**config.mk**
```make
export PLATFORM = sky130hd
export DESIGN_NAME = shaper_peak_ctrl
export DESIGN_NICKNAME = d
export VERILOG_FILES = /design/src/rtl/shaper_peak_ctrl.sv
export SDC_FILE = /design/constraint.sdc
export NUM_CORES = 1
export LEC_CHECK = 0
export CORE_MARGIN = 8
export CORE_UTILIZATION = 50
export CTS_BUF_LIST = sky130_fd_sc_hd__clkbuf_2
export DETAILED_ROUTE_END_ITERATION = 10
export PLACE_DENSITY = 0.7
export SLEW_MARGIN = 5
export SYNTH_ARGS = -nofsm -noshare
export SYNTH_HDL_FRONTEND = slang
export SYNTH_SLANG_ARGS = --single-unit
```
**constraint.sdc**
```tcl
create_clock -name clk -period 9.6 [get_ports clk]
set_clock_uncertainty 0.1 [all_clocks]
set_input_delay 1.92 -clock clk [delete_from_list [all_inputs] [get_ports clk]]
set_output_delay 1.92 -clock clk [all_outputs]
set_load 0.05 [all_outputs]
```
**src/rtl/shaper_peak_ctrl.sv**
```systemverilog
// Peak-capture event controller placed after the trapezoidal shaper; emits (peak, timestamp) events through a FWFT FIFO.
// Optional build macro SHAPER_PILEUP_FLAG_EN adds a FIFO-carried pile-up flag (o_evt_pileup).
module shaper_peak_ctrl #(
    parameter int SIZE_FILTER_DATA = 16,
    parameter int TS_WIDTH         = 32,
    parameter int FIFO_DEPTH       = 4,
    parameter int HOLDOFF_WIDTH    = 12
) (
    input  logic                        clk,
    input  logic                        reset,
    input  logic                        i_enable,
    input  logic [SIZE_FILTER_DATA-1:0] i_threshold,
    input  logic [HOLDOFF_WIDTH-1:0]    i_holdoff_len,
    input  logic [SIZE_FILTER_DATA-1:0] i_filt_data,
    output logic                        o_evt_valid,
    input  logic                        i_evt_ready,
    output logic [SIZE_FILTER_DATA-1:0] o_evt_peak,
    output logic [TS_WIDTH-1:0]         o_evt_time,
    output logic [7:0]                  o_drop_cnt,
    output logic                        o_busy
`ifdef SHAPER_PILEUP_FLAG_EN
    ,
    output logic                        o_evt_pileup
`endif
);

    localparam int PTR_W = $clog2(FIFO_DEPTH);

    typedef enum logic [1:0] {IDLE, ARMED, RISE, HOLDOFF} state_t;

    state_t                      r_state;
    state_t                      w_nextState;
    logic [TS_WIDTH-1:0]         r_ts;
    logic [TS_WIDTH-1:0]         r_maxTime;
    logic [SIZE_FILTER_DATA-1:0] r_maxVal;
    logic [HOLDOFF_WIDTH-1:0]    r_holdCnt;
    logic [7:0]                  r_dropCnt;
    logic [PTR_W:0]              r_wrPtr;
    logic [PTR_W:0]              r_rdPtr;
    logic [SIZE_FILTER_DATA-1:0] r_memPeak [FIFO_DEPTH];
    logic [TS_WIDTH-1:0]         r_memTime [FIFO_DEPTH];
    logic                        w_above;
    logic                        w_push;
    logic                        w_pop;
    logic                        w_wrEn;
    logic                        w_drop;
    logic                        w_full;
    logic                        w_empty;

    assign w_above = i_filt_data > i_threshold;

    always_ff @(posedge clk or negedge reset) begin
        if (!reset) begin
            r_state <= IDLE;
            r_ts    <= '0;
        end else begin
            r_state <= w_nextState;
            r_ts    <= r_ts + TS_WIDTH'(1);
        end
    end

    always_comb begin
        w_nextState = r_state;
        w_push      = 1'b0;
        if (!i_enable) begin
            w_nextState = IDLE;
        end else begin
            case (r_state)
                IDLE:    w_nextState = ARMED;
                ARMED:   if (w_above) w_nextState = RISE;
                RISE: begin
                    if (i_filt_data < r_maxVal) begin
                        w_push      = 1'b1;
                        w_nextState = HOLDOFF;
                    end
                end
                HOLDOFF: if (r_holdCnt == '0 && !w_above) w_nextState = ARMED;
                default: w_nextState = IDLE;
            endcase
        end
    end

    // Equal samples in RISE keep the earliest timestamp of a flat top.
    always_ff @(posedge clk or negedge reset) begin
        if (!reset) begin
            r_maxVal  <= '0;
            r_maxTime <= '0;
            r_holdCnt <= '0;
        end else begin
            if (i_enable && r_state == ARMED && w_above) begin
                r_maxVal  <= i_filt_data;
                r_maxTime <= r_ts;
            end else if (i_enable && r_state == RISE && i_filt_data > r_maxVal) begin
                r_maxVal  <= i_filt_data;
                r_maxTime <= r_ts;
            end
            if (!i_enable) begin
                r_holdCnt <= '0;
            end else if (w_push) begin
                r_holdCnt <= i_holdoff_len;
            end else if (r_state == HOLDOFF && r_holdCnt != '0) begin
                r_holdCnt <= r_holdCnt - HOLDOFF_WIDTH'(1);
            end
        end
    end

    assign w_empty = (r_wrPtr == r_rdPtr);
    assign w_full  = (r_wrPtr[PTR_W] != r_rdPtr[PTR_W]) &&
                     (r_wrPtr[PTR_W-1:0] == r_rdPtr[PTR_W-1:0]);
    assign w_pop   = !w_empty && i_evt_ready;
    assign w_wrEn  = w_push && (!w_full || w_pop);
    assign w_drop  = w_push && w_full && !w_pop;

    always_ff @(posedge clk or negedge reset) begin
        if (!reset) begin
            r_wrPtr   <= '0;
            r_rdPtr   <= '0;
            r_dropCnt <= '0;
        end else begin
            if (w_wrEn) r_wrPtr <= r_wrPtr + (PTR_W+1)'(1);
            if (w_pop)  r_rdPtr <= r_rdPtr + (PTR_W+1)'(1);
            if (w_drop && r_dropCnt != 8'hFF) r_dropCnt <= r_dropCnt + 8'd1;
        end
    end

    always_ff @(posedge clk) begin
        if (w_wrEn) begin
            r_memPeak[r_wrPtr[PTR_W-1:0]] <= r_maxVal;
            r_memTime[r_wrPtr[PTR_W-1:0]] <= r_maxTime;
        end
    end

    assign o_evt_valid = !w_empty;
    assign o_evt_peak  = w_empty ? '0 : r_memPeak[r_rdPtr[PTR_W-1:0]];
    assign o_evt_time  = w_empty ? '0 : r_memTime[r_rdPtr[PTR_W-1:0]];
    assign o_drop_cnt  = r_dropCnt;
    assign o_busy      = (r_state == RISE) || (r_state == HOLDOFF);

`ifdef SHAPER_PILEUP_FLAG_EN
    logic r_seenBelow;
    logic r_pending;
    logic r_memPile [FIFO_DEPTH];

    // A dip then re-rise while still in HOLDOFF marks the next event as piled up.
    always_ff @(posedge clk or negedge reset) begin
        if (!reset) begin
            r_seenBelow <= 1'b0;
            r_pending   <= 1'b0;
        end else if (!i_enable) begin
            r_seenBelow <= 1'b0;
            r_pending   <= 1'b0;
        end else if (w_push) begin
            r_seenBelow <= 1'b0;
            r_pending   <= 1'b0;
        end else if (r_state == HOLDOFF) begin
            if (!w_above)         r_seenBelow <= 1'b1;
            else if (r_seenBelow) r_pending   <= 1'b1;
        end
    end

    always_ff @(posedge clk) begin
        if (w_wrEn) r_memPile[r_wrPtr[PTR_W-1:0]] <= r_pending;
    end

    assign o_evt_pileup = w_empty ? 1'b0 : r_memPile[r_rdPtr[PTR_W-1:0]];
`endif

endmodule

```
==> Yosys cells after proc, flatten, opt, wreduce, memory -nomap -nowiden <==
Memory sizes are Yosys's and may differ from the RTL's.
Cells that the tools add are included.
{ "word_totals": {"latch_bits": 0, "regBits": 108, "mem_count": 2, "mem_bits_ro": 0, "word_cells": 71, "mem_bits_rw": 192} }
{ "op_classes": {"n_div": 0, "n_eq_ne": 11, "magnitude_cmp": 3, "mux": 19, "shift": 0, "n_reduce_logical": 23, "n_addsub": 5, "multipliers": 0, "bitwise": 0} }
{ "mem_list": {"columns": ["memory", "depth", "width", "rd", "rd_clocked_by_memory_dff", "write_ports", "line", "rtl"], "rows": [
  ["r_memTime", 4, 32, 1, 0, 1, "41", "logic [TS_WIDTH-1:0] r_memTime [FIFO_DEPTH];"],
  ["r_memPeak", 4, 16, 1, 0, 1, "40", "logic [SIZE_FILTER_DATA-1:0] r_memPeak [FIFO_DEPTH];"]
]} }
{ "op_table": {"columns": ["op", "n"], "rows": [
  ["$mux 32", 3],
  ["$mux 16", 3],
  ["$mux 12", 3],
  ["$add 32x1->32 const B", 1],
  ["$gt 16x16->1", 2],
  ["$lt 16x16->1", 1],
  ["$logic_and 1x1->1", 12],
  ["$logic_not 12->1", 1],
  ["$reduce_bool 12->1", 1],
  ["$sub 12x1->12 const B", 1],
  ["$ne 3x3->1 const B", 3],
  ["$add 8x1->8 const B", 1],
  ["$mux 2", 4],
  ["$ne 8x8->1 const B", 1],
  ["$pmux 2 s4", 1],
  ["$add 3x1->3 const B", 2],
  ["$mux 1", 5],
  ["$eq 2x2->1 const B", 2],
  ["$logic_not 1->1", 4],
  ["$eq 3x3->1", 1],
  ["$ne 3x1->1 const B", 1],
  ["$reduce_and 3->1", 1],
  ["$eq 2x1->1 const B", 1],
  ["$eq 2x2->1", 1],
  ["4 further kinds", 5]
]} }

==> Longest topological paths before layout <==
{ "depth": {"ltp_word": 7, "mapped_depth": 11, "ltp_nobuf": 9} }

==> Worst setup path after synthesis <==
OpenSTA, ideal clock, no wires.
{ "synth_path": {"kind": "input port to flip-flop", "startpoint": "input port i_filt_data[11]", "endpoint": "memory r_memPeak[3][0], enable pin", "path_buffers": 0, "cell_stages": 7, "setup_slack_ns": 4.765, "required_time_ns": 9.088, "arrival_time_ns": 4.323, "path_cell_list": "ha_1 > a21oi_1 > o21ai_0 > a211oi_1 > nand3_1 > nor2_1 > and2_1"} }
{ "synth_via": {"elab_chain_cells": 7} }
{ "synth_rtl": {"columns": ["item", "line", "rtl"], "rows": [
  ["start: declaration", "14", "input logic [SIZE_FILTER_DATA-1:0] i_filt_data,"],
  ["$lt 16x16->1", "72", "if (i_filt_data < r_maxVal) begin"],
  ["$mux 1", "72", null],
  ["$mux 1", "68", "case (r_state)"],
  ["$mux 1", "65", "if (!i_enable) begin"],
  ["$logic_and 1x1->1", "111", "assign w_wrEn = w_push && (!w_full || w_pop);"],
  ["$mux 1", "127", "if (w_wrEn) begin"],
  ["$mux 1 (implied by the code)", "128", "r_memPeak[r_wrPtr[PTR_W-1:0]] <= r_maxVal;"],
  ["end: declaration", "40", null]
]} }
No other way between the ends.

==> Worst setup path after layout <==
{ "layout_path": {"startpoint": "register r_rdPtr[0]", "endpoint": "output port o_evt_peak[4]"} }
{ "layout_via": {"elab_chain_cells": 2, "elab_cells_between_ends": 3} }
{ "layout_rtl": {"columns": ["item", "line", "rtl"], "rows": [
  ["start: declaration", "39", "logic [PTR_W:0] r_rdPtr;"],
  ["start signal: assignment", "121", "if (w_pop) r_rdPtr <= r_rdPtr + (PTR_W+1)'(1);"],
  ["$mem_v2 4x16 / $eq 3x3->1 (equally long branches)", null, null],
  ["$mux 16 *", "134", "assign o_evt_peak = w_empty ? '0 : r_memPeak[r_rdPtr[PTR_W-1:0]];"],
  ["end: declaration", "17", "output logic [SIZE_FILTER_DATA-1:0] o_evt_peak,"]
]} }
Mark *: on every way between the ends. The rest lies on a longest branch, timed or not.

==> results.json <==
{
  "status": "finished clean",
  "drt-total-wl_mm": 24.50,
  "post_cts_buffers": 0,
  "gp_congestion": 0.7858,
  "synthFlopType": "edfxtp_1",
  "syn-instance-count": 815,
  "worstPathMaxFanout": 32,
  "critical-path-max-stage-delay_ns": 0.73,
  "ys_seq_area_share_pct": 65.53,
  "period_share_pct": 58.87,
  "htreeDepth": 3,
  "clockRootBuffer": "clkbuf_2",
  "io_pins": 106,
  "hp-class": "flip-flop to flip-flop",
  "crit_chain": "buf_4, mux4_2, nor2b_1, clkdlybuf4s50_1",
  "crit_type": "flip-flop to output pin",
  "start_util_pct": 50.30,
  "synth.area.top_cells": "edfxtp_1 45%, dfrtp_1 21%, mux4_2 8.4%",
  "final_common_cell": "edfxtp_1",
  "antenna_found_initial": 2,
  "synthDominantCellAreaShare_pct": 44.62,
  "die_area_um2": 31250,
  "slew_viol_final": 0,
  "fin_tns_setup_ns": 0,
  "wl_met3_mm": 1.388,
  "layout_min_cycle_time_ns": 5.651,
  "vias_per_cell": 5.163,
  "rsz0062_at_grt": "false",
  "async_reset_ff_share_pct": 36.00,
  "clock_path_buffers": 3,
  "fmax_mhz": 177.0,
  "hpwl_mm": 15.59,
  "cts_buffers": 75,
  "grt.total_usage_pct": 16.23,
  "synth_area_um2": 12920,
  "drt_iter0_markers": 377,
  "met2_length_mm": 11.95,
  "area_growth_pct": 16.40,
  "firstDrtPassIters": 4,
  "portBuffers": 105,
  "layout-drive-gt1-share_pct": 24.28,
  "fin_util_pct": 58.55,
  "power_density_nw_per_um2": 269.8,
  "routedWlPerCell_um": 17.78,
  "synth_seq_cells": 300,
  "critPathTopFamily": "buffers and inverters",
  "cap_violations": 0,
  "p_leak_nw": 6.342,
  "cts_resized": 0,
  "finalSetupViolCount": 0,
  "worstPathBufferInverterCount": 2,
  "cts-hold-fix-buffers": 0,
  "end_kind": "output pin",
  "arrival_ns": 3.63,
  "grt_max_degree": 70,
  "postRouteAntennaNets": 0,
  "peakVddDrop_v": 0.0002925,
  "synthesis.nets": 906,
  "synthDistinctLibCells": 47,
  "highest_layer": "met5",
  "grt_pass1_wl_mm": 40.03,
  "cp.required_ns": 7.58,
  "synth_top_area_cell": "edfxtp_1",
  "p_total_mw": 4.059,
  "avgSynthCellArea_um2": 15.86,
  "drc": 0,
  "fp.dieW_um": 176.8,
  "final_nets": 1071,
  "core-area_um2": 25690,
  "path_clk_slew_ns": 0.10,
  "ys_warn_count": 0,
  "grt_pass1_vias": 7706,
  "cts_tree": "done",
  "die-height_um": 176.8,
  "layout_common_cells": "192 x edfxtp_1, 123 x clkbuf_2, 106 x dfrtp_1, 104 x clkdlybuf4s50_1, 51 x nor2b_1",
  "relSlewSlack_pct": 38.56,
  "cp_slowest_cell": "clkdlybuf4s50_1",
  "setup.worst_path.start_class": "flip-flop",
  "rrSetupSlack_ns": 5.73,
  "rows": 59,
  "numClockSinks": 300,
  "overflow": 0,
  "synth-edff-count": 192,
  "clock_latency_ns": 0.80,
  "hold_violations": 0,
  "wl_met1_mm": 10.83,
  "vias": 7115,
  "tightest_slew_ns": 0.9216
}
## metal layers
layer / track usage [%] / up-vias
met5: 0 / -
met3: 5.057 / 35
li1: - / 3414
met2: 26.61 / 154
met1: 20.44 / 3510
met4: 4.869 / 2
## state kept, by name, summed over array words and instances (netlist names)
| name | count |
|---|---|
| r_ts | 32 |
| r_memPeak | 64 |
| r_maxTime | 32 |
| r_rdPtr | 3 |
| o_drop_cnt | 8 |
| r_holdCnt | 12 |
| r_wrPtr | 3 |
| r_maxVal | 16 |
| r_state | 2 |
| r_memTime | 128 |
## area by class of cell
| class | count | area [um^2] |
|---|---|---|
| Sequential cell | 300 | 8473 |
| Multi-Input combinational cell | 441 | 4145 |
| Fill cell | 2105 | 10650 |
| Tap cell | 335 | 419.2 |
| Clock buffer | 123 | 615.6 |
| Timing Repair Buffer | 113 | 1109 |
| Clock inverter | 16 | 93.84 |
| Inverter | 49 | 183.9 |
| Antenna cell | 1 | 2.502 |
## kinds of logic after synthesis
group | after synthesis | synth area share [%]
and+or+nand+nor | 190 | 7.833
buffers and inverters | 74 | 2.459
muxes | 111 | 14.32
AOI/OAI and AO/OA | 51 | 2.576
DFF | 300 | 65.53
xor gates and xnor gates | 46 | 3.118
adders and majority gates | 43 | 4.163
## cells in the mapped netlist, drive strengths merged, types with 6 or more instances
master    n
inv      49
mux4     48
nor3      8
nor2     21
mux2i    12
nor2b    51
dfrtp   108
o22ai     7
nand3    19
and3     12
a21oi    16
xnor2    36
o21ai    11
nand2    44
clkbuf   12
or3       6
nand4    12
edfxtp  192
mux2     51
ha       43
xor2     10
buf      13
## worst paths after layout
check,start,to,cells past startpoint
setup reg to reg,r_maxVal[15],r_memTime[2][25],9
max in group asynchronous,reset,r_rdPtr[0],2
min in group asynchronous,reset,r_holdCnt[6],1
setup / recovery,r_rdPtr[0],o_evt_peak[4],4
hold / removal,r_ts[31],r_ts[31],1
hold reg to reg,r_ts[31],r_ts[31],1
## power by group
part           total, mW  leakage [nW]  switching, mW  internal (mW)
combinational       1.53          2.42          0.922          0.612
clock              0.848         0.562          0.485          0.363
sequential          1.68          3.36          0.144           1.53
## per-stage QoR
step / area [um^2] / instances / hold WS (ns) / worst slack, ns
2_1_floorplan: 12920 / 815 / 0.3416 / 4.765
3_3_place_gp: 14330 / 1238 / 0.3621 / 3.978
3_5_place_dp: 14330 / 1238 / 0.3586 / 3.885
4_1_cts: 15040 / 1377 / 0.3784 / 3.731
5_1_grt: 15040 / 1378 / 0.4061 / 3.615
6_report: 15040 / 1378 / 0.3721 / 3.949
Power figures use the tool's default switching activity.
